`config.mk`:
```
export PLATFORM = sky130hd
export DESIGN_NAME = serial_receiver_flat
export DESIGN_NICKNAME = d
export VERILOG_FILES = /design/src/rtl/serial_pkg.sv /design/src/rtl/serial_receiver_if.sv /design/src/rtl/sync_fifo.sv /design/src/rtl/serial_receiver.sv /design/src/flat_wrapper.sv
export SDC_FILE = /design/constraint.sdc
export NUM_CORES = 1
export LEC_CHECK = 0
export ABC_AREA = 0
export BUFFER_PORTS_ARGS = -buffer_cell sky130_fd_sc_hd__buf_4
export CORE_MARGIN = 4
export CORE_UTILIZATION = 50
export CTS_BUF_LIST = sky130_fd_sc_hd__clkbuf_2 sky130_fd_sc_hd__clkbuf_4 sky130_fd_sc_hd__clkbuf_8
export CTS_CLUSTER_SIZE = 40
export DETAILED_ROUTE_END_ITERATION = 10
export GPL_ROUTABILITY_DRIVEN = 0
export GPL_TIMING_DRIVEN = 1
export PLACE_DENSITY_LB_ADDON = 0.15
export SLEW_MARGIN = 20
export SYNTH_ARGS = -nofsm -noshare
export SYNTH_HDL_FRONTEND = slang
export SYNTH_SLANG_ARGS = --single-unit
export TNS_END_PERCENT = 5
```
`constraint.sdc`:
```
create_clock -name clk -period 2 [get_ports clk]
set_input_delay 0.6 -clock clk [delete_from_list [all_inputs] [get_ports clk]]
set_output_delay 0.6 -clock clk [all_outputs]
set_load 0.02 [all_outputs]
```
`src/rtl/serial_pkg.sv`:
```
// serial_pkg: shared receiver/transmitter constants and the receiver state type.
// No ports; it is imported by the receiver top level.
package serial_pkg;
    localparam int DEF_DATA_W = 8;
    typedef enum logic {IDLE, SHIFT} state_t;
endpackage

```
`src/rtl/serial_receiver_if.sv`:
```
// serial_receiver_if: receiver-side serial input and consumer handshake bundle.
// Ports: sd_in (serial data), ready/ovr_clr (consumer controls),
//        pd_out/valid/busy/count/overrun (receiver status and data).
// Modports: master = transmitter/consumer side, slave = receiver side.
interface serial_receiver_if #(
    parameter int DATA_W     = serial_pkg::DEF_DATA_W,
    parameter int FIFO_DEPTH = 4
);
    logic                        sd_in;
    logic                        ready;
    logic                        ovr_clr;
    logic [DATA_W-1:0]           pd_out;
    logic                        valid;
    logic                        busy;
    logic [$clog2(FIFO_DEPTH):0] count;
    logic                        overrun;
    modport master (output sd_in, ready, ovr_clr, input pd_out, valid, busy, count, overrun);
    modport slave  (input sd_in, ready, ovr_clr, output pd_out, valid, busy, count, overrun);
endinterface

```
`src/rtl/sync_fifo.sv`:
```
// sync_fifo: first-word-fall-through FIFO with wrap-bit pointers.
// Ports: clk, rst_n (async, active low), push/din (write), pop (read),
//        full, empty, count (occupancy), head (oldest word, valid when !empty).
module sync_fifo #(
    parameter int WIDTH = 8,
    parameter int DEPTH = 4
) (
    input  logic                     clk,
    input  logic                     rst_n,
    input  logic                     push,
    input  logic [WIDTH-1:0]         din,
    input  logic                     pop,
    output logic                     full,
    output logic                     empty,
    output logic [$clog2(DEPTH):0]   count,
    output logic [WIDTH-1:0]         head
);
    localparam int AW = $clog2(DEPTH);
    logic [AW:0]      wr_q, wr_d, rd_q, rd_d;
    logic [WIDTH-1:0] mem_q [DEPTH];
    logic             do_push, do_pop;
    always_comb begin
        empty   = wr_q == rd_q;
        full    = (wr_q[AW] != rd_q[AW]) && (wr_q[AW-1:0] == rd_q[AW-1:0]);
        do_pop  = pop && !empty;
        // A pop on the same edge frees the slot the push needs when full.
        do_push = push && (!full || do_pop);
        wr_d    = do_push ? wr_q + 1'b1 : wr_q;
        rd_d    = do_pop ? rd_q + 1'b1 : rd_q;
        count   = wr_q - rd_q;
        head    = mem_q[rd_q[AW-1:0]];
    end
    always_ff @(posedge clk or negedge rst_n) begin
        if (!rst_n) begin
            wr_q <= '0;
            rd_q <= '0;
        end else begin
            wr_q <= wr_d;
            rd_q <= rd_d;
        end
    end
    always_ff @(posedge clk) begin
        if (do_push) mem_q[wr_q[AW-1:0]] <= din;
    end
endmodule

```
`src/rtl/serial_receiver.sv`:
```
// serial_receiver: start-marker framed serial-to-parallel receiver feeding a FWFT FIFO.
// Ports: clk, rst_n (async, active low), bus (serial_receiver_if.slave):
//        sd_in in, ready in, ovr_clr in, pd_out/valid/busy/count/overrun out.
module serial_receiver import serial_pkg::*; #(
    parameter int DATA_W     = DEF_DATA_W,
    parameter int FIFO_DEPTH = 4
) (
    input  logic               clk,
    input  logic               rst_n,
    serial_receiver_if.slave   bus
);
    localparam int CW = $clog2(DATA_W);
    state_t            state_q, state_d;
    logic [CW-1:0]     bitcnt_q, bitcnt_d;
    logic [DATA_W-1:0] shreg_q, shreg_d;
    logic              overrun_q, overrun_d;
    logic [DATA_W-1:0] word;
    logic              push, pop, full, empty;
    always_comb begin
        state_d  = state_q;
        bitcnt_d = bitcnt_q;
        shreg_d  = shreg_q;
        push     = 1'b0;
        word     = {bus.sd_in, shreg_q[DATA_W-1:1]};
        if (state_q == IDLE) begin
            if (bus.sd_in) begin
                state_d  = SHIFT;
                bitcnt_d = '0;
            end
        end else begin
            shreg_d  = word;
            bitcnt_d = bitcnt_q + 1'b1;
            // The final bit is written straight from sd_in so the word lands this edge.
            if (bitcnt_q == CW'(DATA_W - 1)) begin
                push    = 1'b1;
                state_d = IDLE;
            end
        end
        pop       = !empty && bus.ready;
        // Setting wins over a same-edge clear.
        overrun_d = (push && full && !pop) ? 1'b1 : bus.ovr_clr ? 1'b0 : overrun_q;
    end
    always_ff @(posedge clk or negedge rst_n) begin
        if (!rst_n) begin
            state_q   <= IDLE;
            bitcnt_q  <= '0;
            shreg_q   <= '0;
            overrun_q <= 1'b0;
        end else begin
            state_q   <= state_d;
            bitcnt_q  <= bitcnt_d;
            shreg_q   <= shreg_d;
            overrun_q <= overrun_d;
        end
    end
    sync_fifo #(.WIDTH(DATA_W), .DEPTH(FIFO_DEPTH)) u_fifo (
        .clk   (clk),
        .rst_n (rst_n),
        .push  (push),
        .din   (word),
        .pop   (pop),
        .full  (full),
        .empty (empty),
        .count (bus.count),
        .head  (bus.pd_out)
    );
    assign bus.valid   = !empty;
    assign bus.busy    = state_q == SHIFT;
    assign bus.overrun = overrun_q;
endmodule

```
`src/flat_wrapper.sv`:
```
// flat-port wrapper written by rule: the top's interface ports become plain ports
module serial_receiver_flat import serial_pkg::*;
#(
    parameter int DATA_W     = DEF_DATA_W,
    parameter int FIFO_DEPTH = 4
)
  (clk, rst_n, bus_sd_in, bus_ready, bus_ovr_clr, bus_pd_out, bus_valid, bus_busy, bus_count, bus_overrun);
  serial_receiver_if #(.DATA_W(DATA_W), .FIFO_DEPTH(FIFO_DEPTH)) bus_i ();
  input  logic clk;
  input  logic rst_n;
  input wire logic [$bits(bus_i.sd_in)-1:0] bus_sd_in;
  input wire logic [$bits(bus_i.ready)-1:0] bus_ready;
  input wire logic [$bits(bus_i.ovr_clr)-1:0] bus_ovr_clr;
  output wire logic [$bits(bus_i.pd_out)-1:0] bus_pd_out;
  output wire logic [$bits(bus_i.valid)-1:0] bus_valid;
  output wire logic [$bits(bus_i.busy)-1:0] bus_busy;
  output wire logic [$bits(bus_i.count)-1:0] bus_count;
  output wire logic [$bits(bus_i.overrun)-1:0] bus_overrun;
  assign bus_i.sd_in = bus_sd_in;
  assign bus_i.ready = bus_ready;
  assign bus_i.ovr_clr = bus_ovr_clr;
  assign bus_pd_out = bus_i.pd_out;
  assign bus_valid = bus_i.valid;
  assign bus_busy = bus_i.busy;
  assign bus_count = bus_i.count;
  assign bus_overrun = bus_i.overrun;
  serial_receiver #(.DATA_W(DATA_W), .FIFO_DEPTH(FIFO_DEPTH)) u_core (.clk(clk), .rst_n(rst_n), .bus(bus_i));
endmodule
```
==> impl_metrics.yaml <==
run_status:
  status: "complete, but fails checks"
  failed_checks: "setup timing"
floorplan:
  die_h_um: 72.43
  dieArea_um2: 5246
  core_um2: 4000
  die_w_um: 72.43
  start_util: 0.5189
  io-pin-count: 19
  row_count: 23
sta:
  finalMaxSlewViolations: 0
  hold_ws_ps: 157.2
  finalSetupTns_ps: -1601
  max_freq_ghz: 0.4548
  hold_viol_final: 0
  finalClockSkew_ps: 6.087
  timing.final.ws_setup_ps: -199.0
  setup_viol: 10
  grt_setup_unrepaired: "true"
  tightest_slew_ps: 331.8
  slew_headroom: 0.7788
  post-route-period-util: 1.099
  layout_min_cycle_time_ps: 2199
power:
  power_density_nw_per_um2: 1681
  power.leakage_uw: 0.001023
  ir_worst_vdd_v: 0.001227
clock_network:
  clock_latency_ps: 300
  clk_pin_slew_ps: 80
  cts.sinks: 50
  root_buffer: "clkbuf_8"
  cts_buffer_depth: 2
  cts-buffers-inserted: 5
  hold_buffers: 0
  cts_tree: "built"
  htree_levels: 2
drt:
  dr.pass1.iters: 4
  avgRoutedWirePerCell_um: 16.54
  wl_met2_mm: 1.645
  met3_wirelength_um: 120
  drtIter0Drc: 60
  via_count: 1047
  drc: 0
  antenna_left: 0
  vias_per_cell: 5.183
  routed_wl_mm: 3.341
  top_layer: "met4"
  wl_met1_mm: 1.511
critical_path:
  worst-path-max-fanout: 3
  slowest_stage: "fa_2"
  crit_path_end_kind: "output port"
  path_buf_inv: 2
  worst_path_dominant_cell_family: "adder cells"
  crit_arrival_ps: 1600
  slowest_delay_ps: 520
  startpoint_type: "flop"
  cp.required_ps: 1400
  crit_chain: "ha_2 -> fa_2 -> inv_2 -> buf_6"
  worstSetupPathType: "flop to output port"
  ff2ff_setup_slack_ps: 200
global_routing:
  grt_first_pass_wirelength_mm: 5.395
  grt_pass1_vias: 1126
  grt_max_degree: 19
  antenna_found_initial: 0
  grt_usage: 0.1447
  grt_overflow_total: 0
place:
  io_buffers: 18
  hpwlAfterDp_mm: 2.330
synthesis:
  synth-async-reset-ratio: 0.3600
  avgSynthCellArea_um2: 18.05
  synth.area.top_cells: "edfxtp_1 46%, dfrtp_1 22%, mux4_2 8.7%, ha_1 5.4%, mux2_2 4.3%"
  synth_top_area_share: 0.4629
  synth_compound_area_frac: 0.02833
  yosysMostFrequentCell: "edfxtp_1"
  synth_top_family_by_area: "multiplexers"
  synth_top_cell_by_area: "edfxtp_1"
  synth_ff_type: "edfxtp_1"
  synth_seq_cells: 50
  yosys.area_share.simple: 0.02411
  synth_xor_area_frac: 0.02471
  yosysSeqAreaShare: 0.6799
  synth-edff-count: 32
  syn-num-nets: 130
  ys_warn_count: 0
  synthTopCellsByCount: "32 x edfxtp_1, 18 x dfrtp_1, 10 x inv_1"
  syn_inst: 115
  netlist_area_um2: 2076
  yosys.cell_types.count: 24
  synthMuxAreaShare: 0.1543
  synthAdderAreaFrac: 0.06389
flow_run:
  max_cap_violations: 0
layout:
  diodes: 0
  fill_cells: 291
  drive_above_1_share: 0.4408
  finalNetCount: 166
  final_util: 0.6365
  synthToLayoutAreaGrowth_pct: 22.66
worst_hold_path:
  hp-class: "primary input to async pin"
==> timing repair <==
action,in CTS,in global routing
setup endpoints to repair,11,11
gates resized for setup,7,13
pin swaps,2,1
buffers inserted,2,0
==> worst reg2reg max path, delay by kind of cell, from the launching register on <==
family                   cells  cell delay (ps)
adder cells (fa/ha/maj)      1              400
AND/OR/NAND/NOR              2              320
AO/OA/AOI/OAI                1              260
buffers and inverters        1              170
flip-flops                   1              430
==> power by group <==
part | total, uW | switching (uW) | internal [uW]
registers | 1660 | 237 | 1430
clock network | 574 | 313 | 260
logic | 2040 | 933 | 1110
==> through the flow <==
| step | power, uW | area [um2] | cells | worst slack (ps) |
|---|---|---|---|---|
| floorplan | 2831 | 2083 | 115 | -6.844 |
| global placement | 3412 | 2357 | 192 | 82.87 |
| detailed placement | 3483 | 2357 | 192 | 44.41 |
| CTS | 4205 | 2499 | 202 | -212.0 |
| global route | 4538 | 2546 | 202 | -238.2 |
| finish | 4280 | 2546 | 202 | -199.0 |
==> cell families (layout without fill, tap and decap cells) <==
group,Yosys count,count (layout)
flip-flops,50,50
multiplexers,20,20
buffers and inverters,13,50
adder cells (fa/ha/maj),10,10
AND/OR/NAND/NOR,10,10
AO/OA/AOI/OAI,7,7
XOR/XNOR,5,5
==> worst paths after layout <==
path,from,endpoint,depth (start not counted)
max in group asynchronous,rst_n,u_core.u_fifo.rd_q[1]$_DFFE_PN0P_,1
min in group clk,bus_ovr_clr,u_core.bus.overrun$_DFFE_PN0P_,2
hold / removal,rst_n,u_core.shreg_q[5]$_DFFE_PN0P_,1
setup / recovery,u_core.u_fifo.rd_q[0]$_DFFE_PN0P_,bus_count[1],4
setup reg to reg,u_core.u_fifo.rd_q[0]$_DFFE_PN0P_,u_core.u_fifo.mem_q[0][1]$_DFFE_PP_,5
hold reg to reg,u_core.bitcnt_q[1]$_DFFE_PN0P_,u_core.bitcnt_q[1]$_DFFE_PN0P_,1
==> layer usage <==
metal | track usage | vias to the layer above
li1 | - | 500
met1 | 0.1667 | 522
met2 | 0.2508 | 19
met3 | 0.04294 | 6
met4 | 0.06148 | 0
met5 | 0 | -
==> area by class of cell <==
type	count	area, um2	share of cell area
clock buffers	6	76.32	0.02998
inverters	10	37.54	0.01474
well taps	50	62.56	0.02457
repair buffers	32	289.0	0.1135
multi-input cells	52	654.4	0.2570
clock inverters	2	13.76	0.005405
flip-flops and latches	50	1413	0.5548
==> placed cells by master (no fill, tap or decap), types with 4 or more instances in the layout <==
cell      count
clkbuf_8      5
nand2_1       4
buf_4        20
mux2_2        8
ha_1          7
buf_6        11
edfxtp_1     32
dfrtp_1      17
mux4_2        8
inv_1         9
==> sequential cells by signal (all words and copies together), names as in the netlist <==
register,flops
u_core.bitcnt_q,3
u_core.bus.busy,1
u_core.bus.overrun,1
u_core.shreg_q,7
u_core.u_fifo.mem_q,32
u_core.u_fifo.rd_q,3
u_core.u_fifo.wr_q,3
(Power assumes the default switching activity.)
